[src/rtl/mv_loader_if.sv]
// Word-stream handshake between a frame source and mv_loader.
// master drives the words, slave (the loader) returns s_ready.
interface mv_loader_if;
    logic        s_valid;
    logic        s_ready;
    logic [31:0] s_data;
    logic        s_last;

    modport master (
        output s_valid,
        output s_data,
        output s_last,
        input  s_ready
    );

    modport slave (
        input  s_valid,
        input  s_data,
        input  s_last,
        output s_ready
    );
endinterface

[src/rtl/mv_loader.sv]
// Loads one vector+matrix frame into the PE source BRAM, then starts the PE.
// Optional MV_LOADER_BYTESWAP_EN: byte-reverse each word before writing.
module mv_loader #(
    parameter int VECTOR_SIZE = 4,
    parameter int L_RAM_SIZE  = 6
) (
    input  logic                    aclk,
    input  logic                    areset,
    mv_loader_if.slave              s,
    output logic                    bram_we,
    output logic [2*L_RAM_SIZE:0]   bram_wraddr,
    output logic [31:0]             bram_wrdata,
    output logic                    start,
    input  logic                    done,
    output logic                    busy,
    output logic                    err,
    input  logic                    err_clr,
    output logic [15:0]             frame_cnt
);

    localparam int N    = 2**VECTOR_SIZE;
    localparam int T    = N * (N + 1);
    localparam int WC_W = $clog2(T);
    localparam int AW   = 2*L_RAM_SIZE + 1;
    localparam logic [WC_W-1:0] WC_LAST = WC_W'(T - 1);

    typedef enum logic [1:0] {
        S_FILL,
        S_DRAIN,
        S_START,
        S_WAIT
    } state_t;

    state_t                 r_state;
    logic                   r_s_ready;
    logic                   r_we;
    logic [AW-1:0]          r_addr;
    logic [31:0]            r_data;
    logic                   r_start;
    logic                   r_busy;
    logic                   r_err;
    logic [15:0]            r_frame_cnt;
    logic [WC_W-1:0]        r_wc;
    logic [VECTOR_SIZE-1:0] r_i;
    logic [VECTOR_SIZE-1:0] r_j;
    logic                   r_mat;

    logic                   w_acc;
    logic                   w_last_word;
    logic                   w_j_wrap;
    logic [AW-1:0]          w_addr;
    logic [31:0]            w_data;

    assign w_acc       = s.s_valid && r_s_ready;
    assign w_last_word = (r_wc == WC_LAST);
    assign w_j_wrap    = (r_j == {VECTOR_SIZE{1'b1}});

`ifdef MV_LOADER_BYTESWAP_EN
    assign w_data = {s.s_data[7:0], s.s_data[15:8],
                     s.s_data[23:16], s.s_data[31:24]};
`else
    assign w_data = s.s_data;
`endif

    // Vector words sit at row 0; matrix row i sits at row i+1 of the PE map.
    always_comb begin
        w_addr = '0;
        if (r_mat) begin
            w_addr = ((AW'(r_i) + AW'(1)) << L_RAM_SIZE) | AW'(r_j);
        end else begin
            w_addr = AW'(r_j);
        end
    end

    // Frame FSM: counters, registered BRAM write port and control outputs.
    always_ff @(posedge aclk or posedge areset) begin
        if (areset) begin
            r_state     <= S_FILL;
            r_s_ready   <= 1'b1;
            r_we        <= 1'b0;
            r_addr      <= '0;
            r_data      <= '0;
            r_start     <= 1'b0;
            r_busy      <= 1'b0;
            r_err       <= 1'b0;
            r_frame_cnt <= '0;
            r_wc        <= '0;
            r_i         <= '0;
            r_j         <= '0;
            r_mat       <= 1'b0;
        end else begin
            r_we    <= 1'b0;
            r_start <= 1'b0;
            if (err_clr) begin
                r_err <= 1'b0;
            end
            unique case (r_state)
                S_FILL: begin
                    if (w_acc) begin
                        r_we   <= 1'b1;
                        r_addr <= w_addr;
                        r_data <= w_data;
                        if (w_last_word || s.s_last) begin
                            r_wc  <= '0;
                            r_i   <= '0;
                            r_j   <= '0;
                            r_mat <= 1'b0;
                        end
                        if (w_last_word) begin
                            if (s.s_last) begin
                                r_state   <= S_START;
                                r_start   <= 1'b1;
                                r_busy    <= 1'b1;
                                r_s_ready <= 1'b0;
                            end else begin
                                r_err   <= 1'b1;
                                r_state <= S_DRAIN;
                            end
                        end else if (s.s_last) begin
                            r_err <= 1'b1;
                        end else begin
                            r_wc <= r_wc + WC_W'(1);
                            if (w_j_wrap) begin
                                r_j   <= '0;
                                r_mat <= 1'b1;
                                if (r_mat) begin
                                    r_i <= r_i + VECTOR_SIZE'(1);
                                end
                            end else begin
                                r_j <= r_j + VECTOR_SIZE'(1);
                            end
                        end
                    end
                end
                S_DRAIN: begin
                    if (w_acc && s.s_last) begin
                        r_state <= S_FILL;
                    end
                end
                S_START: begin
                    r_state <= S_WAIT;
                end
                S_WAIT: begin
                    if (done) begin
                        r_state     <= S_FILL;
                        r_s_ready   <= 1'b1;
                        r_busy      <= 1'b0;
                        r_frame_cnt <= r_frame_cnt + 16'd1;
                    end
                end
                default: begin
                    r_state <= S_FILL;
                end
            endcase
        end
    end

    assign s.s_ready   = r_s_ready;
    assign bram_we     = r_we;
    assign bram_wraddr = r_addr;
    assign bram_wrdata = r_data;
    assign start       = r_start;
    assign busy        = r_busy;
    assign err         = r_err;
    assign frame_cnt   = r_frame_cnt;

endmodule
[src/flat_wrapper.sv]
// flat-port wrapper written by rule: the top's interface ports become plain ports
module mv_loader_flat 
#(
    parameter int VECTOR_SIZE = 4,
    parameter int L_RAM_SIZE  = 6
)
  (aclk, areset, bram_we, bram_wraddr, bram_wrdata, start, done, busy, err, err_clr, frame_cnt, s_s_valid, s_s_data, s_s_last, s_s_ready);
  mv_loader_if s_i ();
  input  logic aclk;
  input  logic areset;
  output logic bram_we;
  output logic [2*L_RAM_SIZE:0] bram_wraddr;
  output logic [31:0] bram_wrdata;
  output logic start;
  input  logic done;
  output logic busy;
  output logic err;
  input  logic err_clr;
  output logic [15:0] frame_cnt;
  input wire logic [$bits(s_i.s_valid)-1:0] s_s_valid;
  input wire logic [$bits(s_i.s_data)-1:0] s_s_data;
  input wire logic [$bits(s_i.s_last)-1:0] s_s_last;
  output wire logic [$bits(s_i.s_ready)-1:0] s_s_ready;
  assign s_i.s_valid = s_s_valid;
  assign s_i.s_data = s_s_data;
  assign s_i.s_last = s_s_last;
  assign s_s_ready = s_i.s_ready;
  mv_loader #(.VECTOR_SIZE(VECTOR_SIZE), .L_RAM_SIZE(L_RAM_SIZE)) u_core (.aclk(aclk), .areset(areset), .s(s_i), .bram_we(bram_we), .bram_wraddr(bram_wraddr), .bram_wrdata(bram_wrdata), .start(start), .done(done), .busy(busy), .err(err), .err_clr(err_clr), .frame_cnt(frame_cnt));
endmodule
[config.mk]
export PLATFORM = sky130hd
export DESIGN_NAME = mv_loader_flat
export DESIGN_NICKNAME = d
export VERILOG_FILES = /design/src/rtl/mv_loader_if.sv /design/src/rtl/mv_loader.sv /design/src/flat_wrapper.sv
export SDC_FILE = /design/constraint.sdc
export NUM_CORES = 1
export LEC_CHECK = 0
export CAP_MARGIN = 20
export CORE_MARGIN = 2
export CORE_UTILIZATION = 48
export CTS_CLUSTER_DIAMETER = 50
export CTS_CLUSTER_SIZE = 14
export DETAILED_ROUTE_END_ITERATION = 7
export PLACE_DENSITY = 0.91
export SYNTH_ARGS = -nofsm -noshare
export SYNTH_HDL_FRONTEND = slang
export SYNTH_SLANG_ARGS = --single-unit
[constraint.sdc]
create_clock -name aclk -period 5.4 [get_ports aclk]
set_clock_uncertainty 0.2 [all_clocks]
set_input_delay 1.35 -clock aclk [delete_from_list [all_inputs] [get_ports aclk]]
set_output_delay 1.35 -clock aclk [all_outputs]
set_load 0.02 [all_outputs]
== Word level (Yosys, flattened, before mapping) ==
Cells that the tools add are included.

* Register bits after elaboration: 86
* Output and inout bits: 66

* Add/sub/neg operators: 5
* Equality and inequality tests: 10
* Mux-type cells: 45
* Bitwise operators: 1
* Reductions and logical operators: 9

{| class="wikitable"
|+ Operators by type and width
! cell !! count
|-
| 4-bit two-way mux || 9
|-
| 9-bit two-way mux || 3
|-
| 1-bit two-way mux || 24
|-
| 16-bit by 1-bit adder with 16-bit output (second input constant) || 1
|-
| 13-bit two-way mux || 1
|-
| 13-bit by 4-bit OR with 13-bit output || 1
|-
| 2-bit two-way mux || 5
|-
| 9-bit by 1-bit adder with 9-bit output (second input constant) || 1
|-
| 9-bit equality test (second input constant) || 1
|-
| 4-bit by 1-bit adder with 4-bit output (second input constant) || 2
|-
| 2-bit one-hot mux with 4 select lines || 1
|-
| 2-bit by 1-bit != test with 1-bit output (second input constant) || 3
|-
| 4-bit by 1-bit adder with 5-bit output (second input constant) || 1
|-
| 5-bit AND reduction || 1
|-
| 2-bit equality test (second input constant) || 2
|-
| 4-bit equality test (second input constant) || 1
|-
| 2-bit != test (second input constant) || 2
|-
| 1-bit one-hot mux with 2 select lines || 2
|-
| 2-bit AND reduction || 2
|-
| 4-bit AND reduction || 1
|-
| 2-bit by 1-bit equality test with 1-bit output (second input constant) || 1
|-
| 1-bit logical AND || 2
|-
| 2-bit logical NOT || 1
|-
| 2-bit nonzero test || 1
|-
| 1-bit logical OR || 1
|}

== Depth between registers and ports, before layout ==
* Word-level depth: 7
* Mapped depth: 6
* Mapped depth without buffers: 5

== Least setup slack after synthesis ==
OpenSTA, ideal clock, no wires.

* Kind: input to register
* Start: input s_s_last
* End: register u_core.r_j[3]
* Library setup time: 104 ps
* Data arrival time: 2109 ps
* Path slack: 2988 ps
* Cell stages on the path: 4
* Buffers on the path: 1
* Cells stage by stage: buf_2 a31oi_4 nand2_1 o311ai_1

* Cells in the longest elaborated chain, start to end: 4

{| class="wikitable"
|+ Ends and longest elaborated chain
! element !! line !! RTL
|-
| from (decl) || flat_wrapper.sv:22 || <nowiki>input wire logic [$bits(s_i.s_last)-1:0] s_s_last;</nowiki>
|-
| 1-bit logical OR || mv_loader.sv:103 || <nowiki>if (w_last_word || s.s_last) begin</nowiki>
|-
| 4-bit two-way mux || mv_loader.sv:103 ||
|-
| 4-bit two-way mux || mv_loader.sv:119 || <nowiki>end else if (s.s_last) begin</nowiki>
|-
| 4-bit two-way mux * || mv_loader.sv:109 || <nowiki>if (w_last_word) begin</nowiki>
|-
| to (signal assigned) || mv_loader.sv:130 || <nowiki>r_j <= r_j + VECTOR_SIZE'(1);</nowiki>
|-
| to (decl) || mv_loader.sv:45 || <nowiki>logic [VECTOR_SIZE-1:0] r_j;</nowiki>
|}

Mark *: on every way between the ends. The rest lies on a longest branch, timed or not.
A chain may end at the register's enable or synchronous reset.

== Worst setup path in the final report ==
* Start: input s_s_valid
* End: register u_core.r_j[0]

* Cells in the longest elaborated chain, start to end: 2

{| class="wikitable"
|+ Ends and longest elaborated chain
! element !! line !! RTL
|-
| from (decl) || flat_wrapper.sv:20 || <nowiki>input wire logic [$bits(s_i.s_valid)-1:0] s_s_valid;</nowiki>
|-
| 1-bit logical AND || mv_loader.sv:54 || <nowiki>assign w_acc = s.s_valid && r_s_ready;</nowiki>
|-
| 2-bit AND reduction (no source line) || - ||
|}

No other way between the ends.

==> results.yml <==
setup_path:
  r2r-end: "u_core.r_j[0]"
  r2r-start: "u_core.r_state[0]"
  crit_type: "in -> reg"
  crit_arrival_ps: 3330
  setup.worst_path.end_class: "register"
  slowest_delay_ps: 650
  r2r_slack_ps: 3080
  cp-start-kind: "input pin"
  cpMaxStageDelayCell: "inv_2"
  crit_fanout: 54
  r2r_cells: 4
  crit_required_ps: 5450
  path_cells: "clkdlybuf4s50_1 -> nand4bb_2 -> inv_2 -> nand2_1 -> o31ai_1"
timing:
  tns_ps: 0
  max_clock_freq_ghz: 0.306
  finalHoldViolations: 0
  fin_crit_ps: 3270
  holdWs_ps: 280
  finalCritPeriodShare_pct: 60.6
  rsz0062_at_grt: "no"
  relSlewSlack_pct: 41.1
  drv_slew: 0
  setup_viol: 0
  tightest_slew_ps: 883
placed_design:
  io_buffer_count: 99
  dp_hpwl_um: 5650
  gp_congestion: 0.827
logic_synthesis:
  avgSynthCellArea_um2: 9.80
  ys_ff_latch: 82
  async_reset_ff_share_pct: 100
  synth_cell_types: 43
  ys_seq_area_share_pct: 58.2
  synth_edf_count: 0
  synthCells: 360
  post_synth_instance_area_um2: 3530
  synth_top_flop_cell: "dfrtp_1"
  yosysWarningCount: 0
hold_path:
  min_to: "u_core.bram_wraddr[6]"
  holdPathStages: 2
  worst_hold_path_type: "reg -> reg"
  holdCritStartpoint: "u_core.bram_wraddr[6]"
floorplanning:
  die_h_um: 89.7
  placement_rows: 31
  initial_core_util_pct: 49.2
  core_um2: 7180
  die_area_um2: 8050
  io_pins: 104
  die_w_um: 89.7
drt:
  viasPerCell: 5.14
  drt-total-wl_um: 8250
  vias: 2881
  first_pass_iters: 4
  drtIter0Drc: 145
  wl_per_cell_um: 14.7
  ant_nets: 0
  drc: 0
run_status:
  status: "finished, final reports clean"
grt:
  antenna_found_initial: 0
  grt_max_degree: 58
  track_usage_pct: 21.3
  first_global_vias: 2872
  grt_pass1_wl_um: 13800
  grt.overflow.total: 0
clock_network:
  clkLatencyLatePin_ps: 360
  cts_hold_buf: 0
  clockRootBuffer: "clkbuf_8"
  clock_sinks: 82
  clkTransAtPathRegs_ps: 80
  ctsResizeCount: 0
  postCtsSetupBuffers: 0
  cts-htree-levels: 3
  numCtsBuffers: 9
  tritoncts: "done"
  cts_buffer_depth: 2
power:
  power_mw: 1.29
  p_leak_nw: 2.24
  pwr_density_cell_nw_per_um2: 271
  ir_drop_v: 0.000145
layout:
  layout_commonest_cell: "nand2_1"
  mostFrequentLayoutCells: "138 x nand2_1, 99 x clkdlybuf4s50_1, 81 x dfrtp_1"
  num_antenna_cells: 0
  area_delta_synth_final_pct: 34.3
  drive_above_1_share_pct: 6.06
  nNetsFinal: 499
flow_run:
  max-cap-violations: 0
==> critical path, delay by kind of cell <==
kind | cells | cell delay [ps]
buffers and inverters | 2 | 1190
and+or+nand+nor | 2 | 430
AOI/OAI and AO/OA | 1 | 320
==> kinds of logic after synthesis <==
family / Yosys count / synth area share (%)
simple gates: 200 / 25.4
mux: 2 / 0.603
compound gates: 24 / 4.93
flops: 82 / 58.2
other cells: 1 / 0.106
fa+ha+maj: 4 / 1.42
buf+inv: 24 / 3.65
xor+xnor: 23 / 5.71
==> power breakdown <==
group          switching [mW]  internal (mW)  leakage (nW)  total [mW]
registers              0.0311          0.652          1.07       0.683
logic                   0.110         0.0941          1.08       0.204
clock network           0.229          0.170        0.0839       0.399
==> metrics by stage <==
step	utilization (%)	std cells	setup WS, ps	instance area [µm²]
2_1_floorplan	-	363	1740	3540
6_report	66.1	561	2130	4740
3_5_place_dp	63.7	545	1750	4570
4_1_cts	66.1	561	2120	4740
5_1_grt	66.1	561	1970	4740
3_3_place_gp	63.7	545	1850	4570
==> area by class of cell <==
cell class,count,area [µm²]
clock inverters,5,38.8
fillers,535,2440
clock buffers,11,131
flip-flops and latches,82,2050
repair buffers,101,1010
well taps,99,124
inverters,6,23.8
multi-input cells,257,1360
==> state kept, by name, indices dropped and copies added (netlist names) <==
name                cells
u_core.start            1
u_core.busy             1
u_core.r_mat            1
u_core.bram_wrdata     32
u_core.r_i              4
u_core.r_j              4
u_core.r_wc             9
u_core.bram_wraddr      9
u_core.err              1
u_core.bram_we          1
u_core.s.s_ready        1
u_core.r_state          2
u_core.frame_cnt       16
==> synthesized netlist by cell type, types with 2 or more instances <==
cell | instances | share of area (%)
a22o_1 | 2 | 0.50
o31ai_1 | 2 | 0.43
nor3_1 | 2 | 0.28
nand2b_1 | 2 | 0.35
a22oi_1 | 2 | 0.43
dfrtp_1 | 81 | 57
nand4_1 | 12 | 2.1
xor2_1 | 9 | 2.2
nor2_1 | 12 | 1.3
ha_1 | 4 | 1.4
and3_1 | 5 | 0.89
nand3_1 | 17 | 2.4
and4_1 | 3 | 0.74
buf_4 | 5 | 1.1
nand2_1 | 138 | 15
buf_2 | 10 | 1.4
a21oi_1 | 2 | 0.28
clkbuf_1 | 2 | 0.21
o21ai_0 | 6 | 0.85
o311ai_1 | 2 | 0.50
o21ai_1 | 3 | 0.43
inv_1 | 5 | 0.53
xnor2_1 | 14 | 3.5
==> per-layer routing <==
layer	wire [µm]	global-route usage, %	vias to the layer above	share of wire [%]
met5	0	0	-	0
met4	145	8.85	0	1.8
met3	369	3.94	14	4.5
met2	4170	36.7	93	51
met1	3570	26.5	1401	43
li1	-	-	1373	-
==> worst max path at each step <==
stage / startpoint / endpoint / slack, ps / cells past startpoint
5_1_grt: s_s_valid / u_core.r_j[0] / 1970 / 5
3_5_place_dp: s_s_valid / u_core.r_j[3] / 1750 / 5
3_3_place_gp: s_s_valid / u_core.r_i[1] / 1850 / 6
2_1_floorplan: areset / u_core.bram_we / 1740 / 1
6_report: s_s_valid / u_core.r_j[0] / 2130 / 5
4_1_cts: s_s_valid / u_core.r_j[0] / 2120 / 5
Power figures use the tool's default switching activity.
